--- config.mk ---
export PLATFORM = sky130hd
export DESIGN_NAME = addsub_pipe
export DESIGN_NICKNAME = d
export VERILOG_FILES = /design/src/rtl/addsub_pipe.sv
export SDC_FILE = /design/constraint.sdc
export NUM_CORES = 1
export LEC_CHECK = 0
export CAP_MARGIN = 20
export CORE_UTILIZATION = 45
export CTS_CLUSTER_SIZE = 30
export DETAILED_ROUTE_END_ITERATION = 12
export GPL_TIMING_DRIVEN = 0
export PLACE_DENSITY_LB_ADDON = 0.15
export SLEW_MARGIN = 40
export SYNTH_ARGS = -nofsm -noshare
export SYNTH_HDL_FRONTEND = slang
export SYNTH_SLANG_ARGS = --single-unit
--- constraint.sdc ---
create_clock -name clk -period 4.5 [get_ports clk]
set_input_delay 0.9 -clock clk [delete_from_list [all_inputs] [get_ports clk]]
set_output_delay 0.9 -clock clk [all_outputs]
set_load 0.01 [all_outputs]
--- src/rtl/addsub_pipe.sv ---
// Add/subtract/accumulate unit with a one-deep valid/ready output register.
// Define ADDSUB_SAT_EN to saturate results (and accumulator writes) on signed overflow.
module addsub_pipe #(
  parameter int dw = 8
) (
  input  logic          clk,
  input  logic          reset_n,
  input  logic          in_valid,
  output logic          in_ready,
  input  logic [dw-1:0] dataa,
  input  logic [dw-1:0] datab,
  input  logic [1:0]    op,
  output logic          out_valid,
  input  logic          out_ready,
  output logic [dw-1:0] result,
  output logic          carry,
  output logic          ovf
);

  typedef enum logic [1:0] {
    OP_SUB  = 2'b00,
    OP_ADD  = 2'b01,
    OP_ACC  = 2'b10,
    OP_LOAD = 2'b11
  } op_e;

  localparam int MSB = dw - 1;
  localparam logic [dw-1:0] SAT_MAX = {1'b0, {(dw-1){1'b1}}};
  localparam logic [dw-1:0] SAT_MIN = {1'b1, {(dw-1){1'b0}}};

  logic          valid_q;
  logic [dw-1:0] result_q, result_d;
  logic          carry_q, carry_d;
  logic          ovf_q, ovf_d;
  logic [dw-1:0] acc_q, acc_d;

  logic [dw-1:0] opa, opb, raw;
  logic [dw:0]   sum, diff;
  logic          accept;
  op_e           op_sel;

  assign op_sel   = op_e'(op);
  assign in_ready = !valid_q || out_ready;
  assign accept   = in_valid && in_ready;

  // The accumulate op reuses the adder with ACC as the A operand.
  assign opa  = (op_sel == OP_ACC) ? acc_q : dataa;
  assign opb  = (op_sel == OP_ACC) ? dataa : datab;
  assign sum  = {1'b0, opa} + {1'b0, opb};
  assign diff = {1'b0, opa} - {1'b0, opb};

  // NOTE: every signal written here gets a default first, so no latch is inferred.
  always_comb begin
    raw     = dataa;
    carry_d = 1'b0;
    ovf_d   = 1'b0;
    case (op_sel)
      OP_SUB: begin
        raw     = diff[dw-1:0];
        carry_d = diff[dw];
        ovf_d   = (opa[MSB] != opb[MSB]) && (diff[MSB] != opa[MSB]);
      end
      OP_ADD, OP_ACC: begin
        raw     = sum[dw-1:0];
        carry_d = sum[dw];
        ovf_d   = (opa[MSB] == opb[MSB]) && (sum[MSB] != opa[MSB]);
      end
      default: begin
        raw     = dataa;
        carry_d = 1'b0;
        ovf_d   = 1'b0;
      end
    endcase

`ifdef ADDSUB_SAT_EN
    // On overflow the true result lies beyond the limit on A's side.
    result_d = ovf_d ? (opa[MSB] ? SAT_MIN : SAT_MAX) : raw;
`else
    result_d = raw;
`endif

    acc_d = acc_q;
    if (op_sel == OP_ACC)  acc_d = result_d;
    if (op_sel == OP_LOAD) acc_d = dataa;
  end

  // NOTE: sequential state uses non-blocking assignments so all registers update together.
  always_ff @(posedge clk or negedge reset_n) begin
    if (!reset_n) begin
      valid_q  <= 1'b0;
      result_q <= '0;
      carry_q  <= 1'b0;
      ovf_q    <= 1'b0;
      acc_q    <= '0;
    end else if (accept) begin
      valid_q  <= 1'b1;
      result_q <= result_d;
      carry_q  <= carry_d;
      ovf_q    <= ovf_d;
      acc_q    <= acc_d;
    end else if (out_ready) begin
      valid_q  <= 1'b0;
    end
  end

  assign out_valid = valid_q;
  assign result    = result_q;
  assign carry     = carry_q;
  assign ovf       = ovf_q;

endmodule
# Word-level counts from Yosys, hierarchy flattened
# Index checks and enable logic that the tools add are counted.
op_classes:
  addsub: 2
  n_eq_ne: 7
  n_mux: 9
  n_reduce_logical: 10
op_table:
  columns: ["op", "n"]
  rows:
  - ["$mux W8", 4]
  - ["$pmux W8 S2", 1]
  - ["$add A8 B8 Y9", 1]
  - ["$sub A8 B8 Y9", 1]
  - ["$eq A2 B2 Y1 const B", 2]
  - ["$pmux W1 S2", 2]
  - ["$reduce_bool A2 Y1", 2]
  - ["$logic_and A1 B1 Y1", 3]
  - ["$ne A1 B1 Y1", 3]
  - ["$eq A2 B1 Y1 const B", 1]
  - ["$logic_not A2 Y1", 1]
  - ["$mux W1", 2]
  - ["$reduce_and A2 Y1", 1]
  - ["$reduce_or A2 Y1", 1]
  - ["$eq A1 B1 Y1", 1]
  - ["$logic_not A1 Y1", 1]
  - ["$logic_or A1 B1 Y1", 1]
totals:
  ff_bits: 19
  input_bits: 22
  out_inout_bits: 12
  elab_cells: 33

# Depth between registers and ports, before layout
# Gate-level depths: netlist (run 1).
depth:
  word_depth: 6
  depth_mapped: 14
  mapped_depth_nobuf: 12

# Least setup slack after synthesis (run 1)
# No wires, ideal clock.
synth_path:
  path_kind: "input-to-reg"
  startpoint: "input op[0]"
  endpoint: "register result_q[7] (netlist: result[7])"
  setup_time_ns: 0.082
  arrival_ns: 3.434
  required_ns: 4.418
  setup_slack_ns: 0.984
  stages: 13
  n_path_buf: 3
  cell_sequence: "inv_1 -> ha_1 -> clkbuf_2 -> buf_2 -> mux2_2 -> ha_1 -> buf_4 -> a21oi_2 -> o21bai_1 -> a21o_1 -> o311a_1 -> a311o_1 -> a31oi_1"
synth_via:
  elab_chain_len: 4
  word_cells_on_any_way: 9
  cone_classes: "add/sub: 2; eq/ne: 2; mux: 3; reduce/logical: 2"
synth_lines:
  columns: ["element", "line", "rtl"]
  rows:
  - ["start, declared", "12", "input logic [1:0] op,"]
  - ["$eq A2 B2 Y1", "47, 48, 57", null]
  - ["$mux W8, on equally long branches", "47, 48", null]
  - ["$add A8 B8 Y9 or $sub A8 B8 Y9 (tied branches)", "49, 50", null]
  - ["$pmux W8 S2 *", "57", "case (op_sel)"]
  - ["end signal, assigned", "97", "result_q <= result_d;"]
  - ["end, declared", "32", "logic [dw-1:0] result_q, result_d;"]
# Mark *: on every way between the ends. The rest lies on a longest branch, timed or not.
# A chain may end at the register's enable or synchronous reset.

# Worst setup path in the final report (run 1)
layout_path:
  startpoint: "input op[1]"
  endpoint: "register result_q[6] (netlist: result[6])"
# The elaborated chain is that of the path after synthesis.

==> parameters.txt, run 1 <==
Parameter                              Value

STA
  Final period demand of the worst path    4210 ps
  Final Worst Setup Slack    292 ps
  Slew Limit Fails    0
  Worst slew pin tran    ~570 ps
  Final Setup Violations    0
  Final count of hold timing violations    0
  Final Skew    3.42 ps
  Final period utilization    0.935
  Sum of negative setup slack    0 ps
  Upper clock frequency limit    approximately 240 MHz
  RSZ-0062 raised after global routing    no
  Relative slew slack    0.622

Power
  Share of total power in sequential cells    0.322
  Power per unit of standard cell area    309 mW/mm^2
  Clock share of power    0.158
  Internal power    459 uW
  Power dissipated by switching net loads    277 uW
  Switching part of the total power    0.376
  Lkg Pwr    1.08 nW
  Combinational Power Share    0.519
  Maximum vdd ir drop    0.119 mV

Clocking
  CTS clk-pin slew, worst paths    70 ps
  Root Buffer    sky130_fd_sc_hd__clkbuf_8
  Maximum number of buffers from clock root to sink    2
  Total of cells resized after clock tree synthesis    0
  Total setup buffers inserted after CTS    0
  TritonCTS clock tree    yes
  Clock buffers created by TritonCTS    3
  Skew-Pair Late Insertion Delay    250 ps
  Level count of the clock H-tree    1
  # clock sinks    19
  Post-cts hold buffer count    0

GRT
  Antenna violations before repair    0
  Vias in the first global route    1598
  Total grt overflow    0
  Global-route wire length before repair    7730 um
  Gr usage total    0.224
  Maximum number of pins on one net before global-route repair    20

Place
  Post-placement cell area    0.00234 mm^2
  Number of port buffers    33
  Pre-CTS worst setup slack    about 65 ps
  Detailed placement HPWL    roughly 3900 um
  Routability-driven placement congestion ratio    0.842

Cells and area
  Fill cell instance count of the final layout    about 370
  Sequential cell area    475 um^2
  Synth-to-layout area growth    22.2%
  Utilization of the core after routing    0.583
  ANT cells    0
  Cell area after layout    0.00238 mm^2
  Area of combinational cells with multiple inputs    about 0.0013 mm^2
  Proportion of layout cells with a drive suffix above 1    0.127
  NumNets Final    roughly 310

Route
  Via/cell ratio    between 5 and 6
  Drt initial violations    152
  Post-route antenna net violation count    0
  Via count    1733
  Count of TritonRoute iterations in the first routing pass    4
  Post-detailed-route DRC marker count    0
  Total wirelength of the detailed-routed design    between 4000 and 5000 um
  Routed length per instance    14.9 um

Yosys
  Number of warnings reported in the yosys synthesis log    0
  Net Count, Synth    275
  Share of flip-flops with an asynchronous set or reset    1.00
  Ys flop type    sky130_fd_sc_hd__dfrtp_1
  EDFF count, synth    0
  Syn_area_per_cell    8.44 um^2
  Number of distinct library cells after synthesis    51
  Register area share after synthesis    0.244
  Post-synth design cell area    0.00195 mm^2
  Number of cells produced by synthesis    231
  Flip-flop and latch count after synthesis    19

Worst setup path
  Nature of the critical path startpoint    input pin
  CP Max Fanout    10
  Critical Path AT    4330 ps
  WP data required    4620 ps
  Crit path capture type    register
  Worst Setup Path Type    in2reg

Floorplanning
  Chip height    about 68 um
  Floorplan row count    23
  Starting utilization of the core area    0.477
  Top-level port count    34
  Chip Width    67.8 um
  Die Footprint    0.00460 mm^2
  Core Area    0.00409 mm^2

Run
  Max-capacitance violation count    0

Min path
  HP Class    reg2reg

Run status
  Run status    finished, final reports clean
==> cell families (layout without fill, tap and decap cells) <==
kind of cell | count (synthesis) | count (layout) | share of synthesized area
AO/OA/AOI/OAI | 69 | 69 | 0.248
AND/OR/NAND/NOR | 63 | 63 | 0.144
buffers and inverters | 29 | 66 | 0.0654
adder cells (fa/ha/maj) | 22 | 22 | 0.145
multiplexers | 20 | 20 | 0.113
flip-flops | 19 | 19 | 0.244
XOR/XNOR | 9 | 9 | 0.0404
==> worst paths after layout <==
path | from | to | slack [ps] | cells past startpoint
min in group asynchronous | reset_n | acc_q[1] | 580 | 1
min reg2reg | result[1] | result[1] | 480 | 2
max reg2reg | acc_q[1] | result[6] | 1790 | 8
min | result[1] | result[1] | 480 | 2
max in group asynchronous | reset_n | result[5] | 3630 | 1
max | op[1] | result[6] | 290 | 14
==> cells in the mapped netlist (2+ instances only) <==
master,number,share of area
sky130_fd_sc_hd__dfrtp_1,19,0.24
sky130_fd_sc_hd__a21oi_1,9,0.023
sky130_fd_sc_hd__o31ai_1,7,0.027
sky130_fd_sc_hd__ha_1,21,0.13
sky130_fd_sc_hd__a22o_1,2,0.0090
sky130_fd_sc_hd__nor2b_1,4,0.013
sky130_fd_sc_hd__or3_1,2,0.0064
sky130_fd_sc_hd__nand2b_1,4,0.013
sky130_fd_sc_hd__mux2i_1,4,0.021
sky130_fd_sc_hd__clkbuf_1,6,0.012
sky130_fd_sc_hd__nand4_1,2,0.0064
sky130_fd_sc_hd__a211oi_1,3,0.012
sky130_fd_sc_hd__a22oi_1,2,0.0077
sky130_fd_sc_hd__mux2_2,16,0.092
sky130_fd_sc_hd__xnor2_1,3,0.013
sky130_fd_sc_hd__buf_4,2,0.0077
sky130_fd_sc_hd__o21ai_1,2,0.0051
sky130_fd_sc_hd__nand3_1,2,0.0051
sky130_fd_sc_hd__a31oi_1,4,0.013
sky130_fd_sc_hd__nand2_1,25,0.048
sky130_fd_sc_hd__o311a_1,2,0.010
sky130_fd_sc_hd__a31o_2,2,0.0090
sky130_fd_sc_hd__a21boi_0,2,0.0077
sky130_fd_sc_hd__o21ai_0,15,0.038
sky130_fd_sc_hd__a21o_1,5,0.019
sky130_fd_sc_hd__xor2_1,6,0.027
sky130_fd_sc_hd__buf_2,2,0.0051
sky130_fd_sc_hd__o31a_1,2,0.0090
sky130_fd_sc_hd__inv_1,16,0.031
sky130_fd_sc_hd__nor2_1,19,0.037
==> layout by cell type (no fill, tap or decap), types with 3 or more instances in the layout <==
cell type                         synthesis  final
sky130_fd_sc_hd__dfrtp_1                 19     19
sky130_fd_sc_hd__nor2_1                  19     19
sky130_fd_sc_hd__inv_1                   16     16
sky130_fd_sc_hd__a21o_1                   5      5
sky130_fd_sc_hd__clkdlybuf4s50_1          0     32
sky130_fd_sc_hd__o21ai_0                 15     15
sky130_fd_sc_hd__ha_1                    21     21
sky130_fd_sc_hd__mux2_2                  16     16
sky130_fd_sc_hd__clkbuf_1                 6      7
sky130_fd_sc_hd__xor2_1                   6      6
sky130_fd_sc_hd__nand2b_1                 4      4
sky130_fd_sc_hd__mux2i_1                  4      4
sky130_fd_sc_hd__a21oi_1                  9      9
sky130_fd_sc_hd__nand2_1                 25     25
sky130_fd_sc_hd__o31ai_1                  7      7
sky130_fd_sc_hd__buf_2                    2      3
sky130_fd_sc_hd__nor2b_1                  4      4
sky130_fd_sc_hd__clkbuf_8                 0      3
sky130_fd_sc_hd__a211oi_1                 3      3
sky130_fd_sc_hd__xnor2_1                  3      3
sky130_fd_sc_hd__a31oi_1                  4      4
==> registers in the layout, summed over array words and instances (netlist names) <==
signal	count
carry	1
out_valid	1
ovf	1
acc_q	8
result	8
==> metrics by stage <==
| stage | hold slack [ps] | std cells | power [mW] |
|---|---|---|---|
| after global routing | 505 | 318 | 0.796 |
| after floorplan | 443 | 231 | 0.490 |
| final | 478 | 318 | 0.736 |
| after detailed placement | 473 | 314 | 0.620 |
| after global placement | 462 | 314 | 0.615 |
| after CTS | 489 | 318 | 0.736 |
==> worst max-delay path, stage by stage <==
cell                              delay (ps)
sky130_fd_sc_hd__clkdlybuf4s50_1         530
sky130_fd_sc_hd__ha_1                    160
sky130_fd_sc_hd__clkbuf_2                210
sky130_fd_sc_hd__buf_2                   260
sky130_fd_sc_hd__mux2i_1                 260
sky130_fd_sc_hd__ha_1                    230
sky130_fd_sc_hd__inv_1                    60
sky130_fd_sc_hd__fa_1                    420
sky130_fd_sc_hd__nor2b_1                 160
sky130_fd_sc_hd__o21ai_0                 220
sky130_fd_sc_hd__a211oi_1                130
sky130_fd_sc_hd__or3_1                   360
sky130_fd_sc_hd__a32oi_1                 320
sky130_fd_sc_hd__o31ai_1                 100
==> per-layer routing <==
metal  vias to the layer above  wire [um]  global-route usage  part of all wire
met3                         4        259              0.0233             0.055
met4                         0         70              0.0677             0.015
met5                         -          0                   0                 0
li1                        899          -                   -                 -
met1                       780       2340               0.322              0.49
met2                        50       2060               0.349              0.44
==> area by class of cell <==
type                    instances  share of cell area
multi-input cells             183               0.565
flip-flops and latches         19               0.199
repair buffers                 33               0.136
plain buffers                  12              0.0268
inverters                      17              0.0268
well taps                      50              0.0262
clock buffers                   4              0.0189
==> power groups by stage <==
stage	sequential (mW)	clock (mW)	combinational (mW)
after floorplan	0.244	0	0.246
after global placement	0.239	0	0.376
after detailed placement	0.239	0	0.380
after CTS	0.237	0.119	0.380
after global routing	0.244	0.125	0.427
final	0.237	0.117	0.382
Note: power is estimated with default switching activity, not from simulation.
==> run 2, diff against run 1 <==
CAP_MARGIN = unset   (was 20)
==> results of run 2 <==
No change in the layout: final DEF, timing and power equal those of run 1.
==> run 3, diff against run 2 <==
CTS_CLUSTER_SIZE = 25   (was 30)
GPL_ROUTABILITY_DRIVEN = 0   (was unset)
==> results of run 3 <==
No change in the layout: final DEF, timing and power equal those of run 1.
